===== src/rtl/tlp_inject_builder_if.sv =====
// Handshake bundle between the UART command path, the TLP injection mux
// and the builder. The builder side is the master: it drives the TLP word
// stream, the ACK/NAK byte and the status outputs.
interface tlp_inject_builder_if;
  logic [7:0]  rx_byte;
  logic        rx_byte_valid;
  logic [31:0] tlp_data;
  logic        tlp_valid;
  logic        tlp_ready;
  logic        tlp_last;
  logic [7:0]  resp_byte;
  logic        resp_valid;
  logic        resp_ready;
  logic        busy;
  logic [15:0] tlp_count;

  modport master (
    input  rx_byte, rx_byte_valid, tlp_ready, resp_ready,
    output tlp_data, tlp_valid, tlp_last, resp_byte, resp_valid, busy, tlp_count
  );

  modport slave (
    output rx_byte, rx_byte_valid, tlp_ready, resp_ready,
    input  tlp_data, tlp_valid, tlp_last, resp_byte, resp_valid, busy, tlp_count
  );
endinterface


===== src/rtl/tlp_inject_builder.sv =====
// Parses 11-byte UART command frames (SYNC OPC A3..A0 D3..D0 CHK) and turns
// each good frame into a 32-bit PCIe MWr (4 DW) or MRd (3 DW) offered word
// by word to the injection mux, followed by an ACK/NAK byte to the UART TX.
module tlp_inject_builder #(
  parameter logic [15:0] REQ_ID         = 16'h0100,
  parameter logic [7:0]  SYNC_BYTE      = 8'hAA,
  parameter int          TIMEOUT_CYCLES = 125000
) (
  input logic                  pcie_clk,
  input logic                  pcie_reset_n,
  tlp_inject_builder_if.master tlp_io
);

  localparam int              TW           = (TIMEOUT_CYCLES > 1) ? $clog2(TIMEOUT_CYCLES) : 1;
  localparam logic [TW-1:0]   TIMEOUT_LAST = TW'(TIMEOUT_CYCLES - 1);
  localparam logic [7:0]      ACK          = 8'h06;
  localparam logic [7:0]      NAK          = 8'h15;
  localparam logic [7:0]      OPC_MWR      = 8'h01;
  localparam logic [7:0]      OPC_MRD      = 8'h02;

  typedef enum logic [2:0] {
    IDLE,
    COLLECT,
    CHECK,
    EMIT,
    RESP
  } state_t;

  state_t        state_q;
  logic [3:0]    byte_cnt_q;
  logic [71:0]   frame_q;
  logic [7:0]    xor_q;
  logic [7:0]    chk_q;
  logic [TW-1:0] timer_q;
  logic [7:0]    tag_q;
  logic [1:0]    word_idx_q;
  logic [31:0]   tlp_data_q;
  logic          tlp_valid_q;
  logic          tlp_last_q;
  logic [7:0]    resp_byte_q;
  logic          resp_valid_q;
  logic          busy_q;
  logic [15:0]   tlp_count_q;

  logic [7:0]    opc;
  logic          is_wr;
  logic [1:0]    last_idx;
  logic          frame_err;
  logic [31:0]   word_d;

  // frame_q holds OPC in [71:64], address in [63:32], data in [31:0]
  assign opc       = frame_q[71:64];
  assign is_wr     = (opc == OPC_MWR);
  assign last_idx  = is_wr ? 2'd3 : 2'd2;
  assign frame_err = (xor_q != chk_q) ||
                     ((opc != OPC_MWR) && (opc != OPC_MRD)) ||
                     (frame_q[33:32] != 2'b00);

  // Select the TLP header/payload word for the index about to be loaded
  always_comb begin
    word_d = 32'h0;
    unique case (word_idx_q)
      2'd0:    word_d = is_wr ? 32'h4000_0001 : 32'h0000_0001;
      2'd1:    word_d = {REQ_ID, tag_q, 8'h0F};
      2'd2:    word_d = {frame_q[63:34], 2'b00};
      default: word_d = frame_q[31:0];
    endcase
  end

  // Frame parser, checker, word emitter and response FSM with registered outputs
  always_ff @(posedge pcie_clk or negedge pcie_reset_n) begin
    if (!pcie_reset_n) begin
      state_q      <= IDLE;
      byte_cnt_q   <= '0;
      frame_q      <= '0;
      xor_q        <= '0;
      chk_q        <= '0;
      timer_q      <= '0;
      tag_q        <= '0;
      word_idx_q   <= '0;
      tlp_data_q   <= '0;
      tlp_valid_q  <= 1'b0;
      tlp_last_q   <= 1'b0;
      resp_byte_q  <= '0;
      resp_valid_q <= 1'b0;
      busy_q       <= 1'b0;
      tlp_count_q  <= '0;
    end else begin
      unique case (state_q)
        IDLE: begin
          if (tlp_io.rx_byte_valid && (tlp_io.rx_byte == SYNC_BYTE)) begin
            state_q    <= COLLECT;
            busy_q     <= 1'b1;
            byte_cnt_q <= '0;
            xor_q      <= '0;
            timer_q    <= '0;
          end
        end

        COLLECT: begin
          if (tlp_io.rx_byte_valid) begin
            timer_q <= '0;
            if (byte_cnt_q == 4'd9) begin
              chk_q   <= tlp_io.rx_byte;
              state_q <= CHECK;
            end else begin
              frame_q    <= {frame_q[63:0], tlp_io.rx_byte};
              xor_q      <= xor_q ^ tlp_io.rx_byte;
              byte_cnt_q <= byte_cnt_q + 4'd1;
            end
          end else if (timer_q == TIMEOUT_LAST) begin
            resp_byte_q <= NAK;
            state_q     <= RESP;
          end else begin
            timer_q <= timer_q + 1'b1;
          end
        end

        CHECK: begin
          if (frame_err) begin
            resp_byte_q <= NAK;
            state_q     <= RESP;
          end else begin
            word_idx_q <= '0;
            state_q    <= EMIT;
          end
        end

        EMIT: begin
          if (tlp_valid_q && tlp_io.tlp_ready && tlp_last_q) begin
            tlp_valid_q <= 1'b0;
            tlp_last_q  <= 1'b0;
            tag_q       <= tag_q + 8'd1;
            tlp_count_q <= tlp_count_q + 16'd1;
            resp_byte_q <= ACK;
            state_q     <= RESP;
          end else if (!tlp_valid_q || tlp_io.tlp_ready) begin
            tlp_data_q  <= word_d;
            tlp_valid_q <= 1'b1;
            tlp_last_q  <= (word_idx_q == last_idx);
            word_idx_q  <= word_idx_q + 2'd1;
          end
        end

        RESP: begin
          if (!resp_valid_q) begin
            resp_valid_q <= 1'b1;
          end else if (tlp_io.resp_ready) begin
            resp_valid_q <= 1'b0;
            busy_q       <= 1'b0;
            state_q      <= IDLE;
          end
        end

        default: begin
          state_q <= IDLE;
          busy_q  <= 1'b0;
        end
      endcase
    end
  end

  assign tlp_io.tlp_data   = tlp_data_q;
  assign tlp_io.tlp_valid  = tlp_valid_q;
  assign tlp_io.tlp_last   = tlp_last_q;
  assign tlp_io.resp_byte  = resp_byte_q;
  assign tlp_io.resp_valid = resp_valid_q;
  assign tlp_io.busy       = busy_q;
  assign tlp_io.tlp_count  = tlp_count_q;

endmodule


===== src/flat_wrapper.sv =====
// flat-port wrapper written by rule: the top's interface ports become plain ports
module tlp_inject_builder_flat 
#(
  parameter logic [15:0] REQ_ID         = 16'h0100,
  parameter logic [7:0]  SYNC_BYTE      = 8'hAA,
  parameter int          TIMEOUT_CYCLES = 125000
)
  (pcie_clk, pcie_reset_n, tlp_io_rx_byte, tlp_io_rx_byte_valid, tlp_io_tlp_ready, tlp_io_resp_ready, tlp_io_tlp_data, tlp_io_tlp_valid, tlp_io_tlp_last, tlp_io_resp_byte, tlp_io_resp_valid, tlp_io_busy, tlp_io_tlp_count);
  tlp_inject_builder_if tlp_io_i ();
  input logic pcie_clk;
  input logic pcie_reset_n;
  input wire logic [$bits(tlp_io_i.rx_byte)-1:0] tlp_io_rx_byte;
  input wire logic [$bits(tlp_io_i.rx_byte_valid)-1:0] tlp_io_rx_byte_valid;
  input wire logic [$bits(tlp_io_i.tlp_ready)-1:0] tlp_io_tlp_ready;
  input wire logic [$bits(tlp_io_i.resp_ready)-1:0] tlp_io_resp_ready;
  output wire logic [$bits(tlp_io_i.tlp_data)-1:0] tlp_io_tlp_data;
  output wire logic [$bits(tlp_io_i.tlp_valid)-1:0] tlp_io_tlp_valid;
  output wire logic [$bits(tlp_io_i.tlp_last)-1:0] tlp_io_tlp_last;
  output wire logic [$bits(tlp_io_i.resp_byte)-1:0] tlp_io_resp_byte;
  output wire logic [$bits(tlp_io_i.resp_valid)-1:0] tlp_io_resp_valid;
  output wire logic [$bits(tlp_io_i.busy)-1:0] tlp_io_busy;
  output wire logic [$bits(tlp_io_i.tlp_count)-1:0] tlp_io_tlp_count;
  assign tlp_io_i.rx_byte = tlp_io_rx_byte;
  assign tlp_io_i.rx_byte_valid = tlp_io_rx_byte_valid;
  assign tlp_io_i.tlp_ready = tlp_io_tlp_ready;
  assign tlp_io_i.resp_ready = tlp_io_resp_ready;
  assign tlp_io_tlp_data = tlp_io_i.tlp_data;
  assign tlp_io_tlp_valid = tlp_io_i.tlp_valid;
  assign tlp_io_tlp_last = tlp_io_i.tlp_last;
  assign tlp_io_resp_byte = tlp_io_i.resp_byte;
  assign tlp_io_resp_valid = tlp_io_i.resp_valid;
  assign tlp_io_busy = tlp_io_i.busy;
  assign tlp_io_tlp_count = tlp_io_i.tlp_count;
  tlp_inject_builder #(.REQ_ID(REQ_ID), .SYNC_BYTE(SYNC_BYTE), .TIMEOUT_CYCLES(TIMEOUT_CYCLES)) u_core (.pcie_clk(pcie_clk), .pcie_reset_n(pcie_reset_n), .tlp_io(tlp_io_i));
endmodule

===== config.mk =====
export PLATFORM = sky130hd
export DESIGN_NAME = tlp_inject_builder_flat
export DESIGN_NICKNAME = d
export VERILOG_FILES = /design/src/rtl/tlp_inject_builder_if.sv /design/src/rtl/tlp_inject_builder.sv /design/src/flat_wrapper.sv
export SDC_FILE = /design/constraint.sdc
export NUM_CORES = 1
export LEC_CHECK = 0
export ABC_CLOCK_PERIOD_IN_PS = 3530
export CORE_MARGIN = 2
export CORE_UTILIZATION = 29
export DETAILED_ROUTE_END_ITERATION = 10
export DONT_BUFFER_PORTS = 1
export GPL_TIMING_DRIVEN = 0
export HOLD_SLACK_MARGIN = 0.1
export PLACE_DENSITY = 0.41
export SYNTH_ARGS = -nofsm -noshare
export SYNTH_HDL_FRONTEND = slang
export SYNTH_SLANG_ARGS = --single-unit

===== constraint.sdc =====
create_clock -name pcie_clk -period 3.53 [get_ports pcie_clk]
set_clock_uncertainty 0.2 [all_clocks]
set_input_delay 0.353 -clock pcie_clk [delete_from_list [all_inputs] [get_ports pcie_clk]]
set_output_delay 0.353 -clock pcie_clk [all_outputs]
set_load 0.02 [all_outputs]

==> results of run 1 <==
per-stage QoR:
step	total power, mW	hold WS [ps]
3_3_place_gp	4.75	-131
3_5_place_dp	4.77	-129
2_1_floorplan	4.13	-143
6_report	6.63	-599
5_1_grt	7.10	-629
4_1_cts	6.72	-618
metal layers:
layer  vias to the layer above  track usage [%]  share of wire [%]
li1                       2933                -                  -
met1                      2973             23.9                 50
met2                        85             24.9                 44
met4                         0             4.57                1.0
met5                         -                0                  0
met3                        13             3.65                4.1
critical path: stages (launching register included):
cell,delay [ps]
dfrtp_1,380
or4_1,540
nor3_1,710
nand4_1,470
and2_1,300
o21ai_1,100
dlygate4sd3_1,550
how the worst max path moves through the flow:
stage / slack (ps) / cells past startpoint / start / endpoint
after detailed placement: 730 / 5 / u_core.frame_q[69]$_DFFE_PN0P_ / u_core.tlp_io.resp_byte[1]$_DFFE_PN0P_
after floorplan: 1560 / 7 / u_core.state_q[0]$_DFFE_PN0P_ / u_core.timer_q[7]$_DFFE_PN0P_
final: 200 / 6 / u_core.frame_q[69]$_DFFE_PN0P_ / u_core.state_q[1]$_DFFE_PN0P_
after global placement: 740 / 5 / u_core.frame_q[69]$_DFFE_PN0P_ / u_core.state_q[0]$_DFFE_PN0P_
after global routing: 60 / 6 / u_core.frame_q[69]$_DFFE_PN0P_ / u_core.state_q[1]$_DFFE_PN0P_
after CTS: 190 / 6 / u_core.frame_q[69]$_DFFE_PN0P_ / u_core.state_q[1]$_DFFE_PN0P_
synthesized netlist by cell type, types with 2 or more instances:
cell type  count
nand2b_1       4
and2_1         4
buf_6          2
nand2_1      291
xnor2_1       13
dfrtp_1      177
nor3_1         6
o31ai_1        2
or4_1          3
mux2_2        10
nand3_1       14
ha_1           9
a22oi_1       10
buf_4          6
nand4_1       12
or3_1         10
and3b_1        2
nor2_1        63
and4bb_2       2
nor4b_1        3
nand3b_1       2
mux2i_1        2
o21ai_0       51
and3_1        12
a21oi_1       47
xor2_1        30
a21o_1         2
nor4_1         2
inv_1          8
clkbuf_1      26
buf_1          2
buf_2         13
cell families (layout without fill, tap and decap cells):
logic type | after synthesis | after routing | share of synthesized area [%]
AND/OR/NAND/NOR | 446 | 446 | 24.6
flip-flops | 177 | 177 | 55.5
AO/OA/AOI/OAI | 122 | 122 | 8.61
buffers and inverters | 58 | 102 | 3.42
XOR/XNOR | 43 | 43 | 4.72
multiplexers | 12 | 12 | 1.66
adder cells (fa/ha/maj) | 9 | 9 | 1.41
other | 1 | 4 | 0.0470
power breakdown:
group	internal (mW)	total (mW)	switching (mW)
combinational	0.578	1.58	1.00
sequential	2.56	3.16	0.596
clock	1.02	1.89	0.872
registers in the layout, indices dropped and copies added, names as in the netlist:
name,count
u_core.frame_q,72
u_core.tlp_io.tlp_data,32
u_core.timer_q,17
u_core.tlp_io.tlp_count,16
u_core.chk_q,8
u_core.tag_q,8
u_core.xor_q,8
u_core.byte_cnt_q,4
u_core.state_q,3
u_core.tlp_io.resp_byte,3
u_core.word_idx_q,2
u_core.tlp_io.busy,1
u_core.tlp_io.resp_valid,1
u_core.tlp_io.tlp_last,1
u_core.tlp_io.tlp_valid,1
layout make-up:
class | instances | area (um2) | area share [%]
Multi-Input combinational cell | 636 | 3280 | 36.0
Tap cell | 341 | 427 | 4.68
Timing Repair Buffer | 12 | 120 | 1.32
Buffer | 50 | 243 | 2.66
Inverter | 8 | 30.0 | 0.330
Sequential cell | 177 | 4430 | 48.6
Clock inverter | 13 | 125 | 1.37
Clock buffer | 19 | 453 | 4.97
timing repair:
item,in CTS,in global routing
endpoints found under the hold margin,210,177
setup buffers,0,0
endpoints found under the setup margin,0,0
==> impl_metrics.ini, run 1 <==
[outcome]
status = finished with violations
violations = negative hold slack

[clock_tree]
hold_buffers = 12
insertion_delay_ps = 450
cts_buffers = 17
cts_tree = built
cts.clk_slew.worst_paths_ps = 80
clk_path_buf_depth = 2
cts_resized = 0
clock-sinks = 177
cts-root-buf = clkbuf_16
h-tree-depth = 4

[grt]
first_global_vias = 6121
grt_max_degree = 178
antenna_found_initial = 0
grt_usage_pct = 16.5
grt_pass1_wl_um = 36100
grt_overflow = 0

[cells_and_area]
n_fill_cell = 2817
n_antenna_cell = 0
nets = 924
drive_gt1_share_pct = 8.20
fin_util_pct = 33.8
layout_commonest_cell = nand2_1
area_growth_pct = 14.2
instances_no_fill = 1256
final_cell_mix = nand2_1 (291), dfrtp_1 (177), nor2_1 (63), o21ai_0 (51), a21oi_1 (47)
design_area_um2 = 9110

[yosys]
yosysTopAreaCell = dfrtp_1
synth_ff_type = dfrtp_1
synth_enable_flop_cells = 0
synthDistinctLibCells = 60
syn_inst = 868
async_flop_share_pct = 100
synth_area_um2 = 7980
ys_ff_latch = 177
synth.top_cell.area_share_pct = 55.5
synth.area.top_cells = dfrtp_1 (56%), nand2_1 (14%), xor2_1 (3.3%)
syn_area_per_cell_um2 = 9.19
yosys_warnings = 0
yosysSeqAreaShare_pct = 55.5

[drt]
ant_nets = 0
num_vias = 6004
drc = 0
wl_per_cell_um = 17.8
vias_per_cell = 4.78
first_pass_iters = 5
drt_iter0_drc = 393
drt_wl_total_um = 22400

[flow_run]
max-cap-violations = 0

[critical_path]
worstPathMaxFanout = 6
worstPathRequired_ps = 3700
startpoint_type = flip-flop
rr_worst_depth = 6
crit-reg2reg-launch = u_core.frame_q[69]$_DFFE_PN0P_
worst_r2r_endpoint = u_core.state_q[1]$_DFFE_PN0P_
cp_data_arrival_time_ps = 3500
r2r_slack_ps = 200
crit_type = flip-flop to flip-flop
cp-end-kind = flip-flop

[placement]
io_buffers = 0
dp.cells = 1212
finalWeightedCongestion = 0.784
postPlaceCellArea_um2 = 8410
hpwl_um = 15600
place_ws_ps = 732

[timing]
setup_slack_ps = 202
holdWs_ps = -599
final.period_utilization_pct = 94.3
hold_violations = 177
rsz0062_at_grt = false
slew_violations = 0
worst_pin_slew_ps = 909
timing.fmax_ghz = 0.300
setup_violations = 0
finalSetupTns_ps = 0
min_period_ps = 3330
slew_headroom_pct = 39.0

[floorplan]
die_w_um = 170
initial_core_util_pct = 29.6
fp.coreArea_um2 = 27000
dieArea_um2 = 28800
fp-row-count = 60
die_h_um = 170
ioPinCount = 73

[power]
peakVddDrop_uv = 367
powerDensity_nw_per_um2 = 727
p_leak_nw = 4.42

[hold_path]
hold_path.class = input pin to asynchronous set/reset pin
Note: power is estimated with default switching activity, not from simulation.
==> run 2: changes to the inputs <==
SLEW_MARGIN = 20   (was not set)
==> results of run 2 <==
No change in the layout: final DEF, timing and power equal those of run 1.
==> run 3: changes to the inputs <==
CORE_ASPECT_RATIO = 0.9   (was not set)
CORE_UTILIZATION = 35   (was 29)
PLACE_DENSITY = 0.47   (was 0.41)
==> impl_metrics.ini, run 3 (same netlist as run 1, synthesis figures left out) <==
[cells_and_area]
multi_input_comb_area_um2 = 3280
nets = 923
area_growth_pct = 13.1
final_cell_mix = nand2_1 (291), dfrtp_1 (177), nor2_1 (63), o21ai_0 (51), a21oi_1 (47)
drive_gt1_share_pct = 7.78
seqCellArea_um2 = 4430
fin_util_pct = 40.2
n_fill_cell = 2308
largest_register = u_core.frame_q
largest_reg_flops = 72
n_antenna_cell = 0
layout_commonest_cell = nand2_1

[power]
p_leak_nw = 4.40
peakVddDrop_uv = 302
powerDensity_nw_per_um2 = 724

[floorplan]
fp.coreArea_um2 = 22400
die_w_um = 163
die_h_um = 147
ioPinCount = 73
fp-row-count = 52
initial_core_util_pct = 35.5
dieArea_um2 = 24000

[timing]
slew_headroom_pct = 54.7
slew_violations = 0
min_period_ps = 2550
setup_violations = 0
worst_pin_slew_ps = 675
timing.fmax_ghz = 0.391
finalSetupTns_ps = 0
rsz0062_at_grt = false
holdWs_ps = -573
final.period_utilization_pct = 72.4
hold_violations = 177

[outcome]
violations = negative hold slack
status = finished with violations

[clock_tree]
insertion_delay_ps = 430
cts-root-buf = clkbuf_16
cts_tree = built
postCtsSetupBuffers = 0
clk_path_buf_depth = 2
hold_buffers = 11
cts.clk_slew.worst_paths_ps = 70
h-tree-depth = 4
cts_resized = 0
cts_buffers = 17
clock-sinks = 177

[placement]
finalWeightedCongestion = 0.804
hpwl_um = 14800
io_buffers = 0

[drt]
ant_nets = 0
drt_wl_total_um = 21200
drc = 0
first_pass_iters = 5
wl_per_cell_um = 17.6
num_vias = 5981
vias_per_cell = 4.94
drt_iter0_drc = 510

[grt]
grt_usage_pct = 18.3
first_global_vias = 5863
grt_overflow = 0
grt_max_degree = 178
grt_pass1_wl_um = 33900
antenna_found_initial = 0

[flow_run]
max-cap-violations = 0

[critical_path]
cp.buffers_inverters = 0
worstPathRequired_ps = 3670
startpoint_type = flip-flop
cp-end-kind = flip-flop
cp_data_arrival_time_ps = 2700
path_delay_family = simple AND/OR/NAND/NOR gates
slowest_delay_ps = 540
slowest_stage = or4_1
worstPathMaxFanout = 6
crit_chain = or4_1 > nor3_1 > nand4_1 > and2_1 > mux2i_1
crit_type = flip-flop to flip-flop

[hold_path]
hold_path.class = input pin to asynchronous set/reset pin
-- run 3: cell count changes in the layout (fill, tap and decap cells not counted) --
cell / before / now
clkbuf_1: 26 / 29
clkinv_2: 2 / 1
dlygate4sd3_1: 12 / 11
clkinv_4: 4 / 3
inv_6: 4 / 3
clkbuf_8: 2 / 1
-- run 3: area by class of cell --
type | instances | area share, %
well taps | 297 | 4.12
clock buffers | 21 | 4.99
plain buffers | 50 | 2.69
multi-input cells | 636 | 36.4
repair buffers | 11 | 1.22
flip-flops and latches | 177 | 49.1
clock inverters | 10 | 1.14
inverters | 8 | 0.333
-- run 3: worst paths after layout --
kind | from | depth (start not counted) | endpoint | slack, ps
max | u_core.frame_q[69]$_DFFE_PN0P_ | 5 | u_core.state_q[0]$_DFFE_PN0P_ | 980
min | pcie_reset_n | 0 | u_core.tlp_io.tlp_count[15]$_DFFE_PN0P_ | -570
max reg2reg | u_core.frame_q[69]$_DFFE_PN0P_ | 5 | u_core.state_q[0]$_DFFE_PN0P_ | 980
min reg2reg | u_core.frame_q[71]$_DFFE_PN0P_ | 2 | u_core.frame_q[71]$_DFFE_PN0P_ | 270
max in group asynchronous | pcie_reset_n | 0 | u_core.frame_q[52]$_DFFE_PN0P_ | 3380
min in group pcie_clk | tlp_io_tlp_ready | 3 | u_core.tlp_io.tlp_last$_DFFE_PN0P_ | 120
-- run 3: routing by layer --
layer  wire [um]  track usage [%]  up-vias
li1            -                -     2921
met1       10800             28.1     2952
met2        9230             26.2       98
met3        1050             4.29       10
met4         194             4.25        0
met5           0                0        -
-- run 3: metrics by stage --
stage	setup slack [ps]	hold WS, ps	area, um2	std cells	power, mW
6_report	975	-573	9020	1210	6.53
5_1_grt	755	-592	9020	1210	6.96
4_1_cts	896	-596	9020	1210	6.60
3_5_place_dp	940	-132	8360	1168	4.73
3_3_place_gp	926	-135	8360	1168	4.72
2_1_floorplan	1560	-143	7990	871	4.13
-- run 3: power breakdown --
group	internal (mW)	leakage [nW]	switching, mW
combinational	0.573	1.76	0.983
sequential	2.56	2.37	0.588
clock	0.997	0.265	0.834
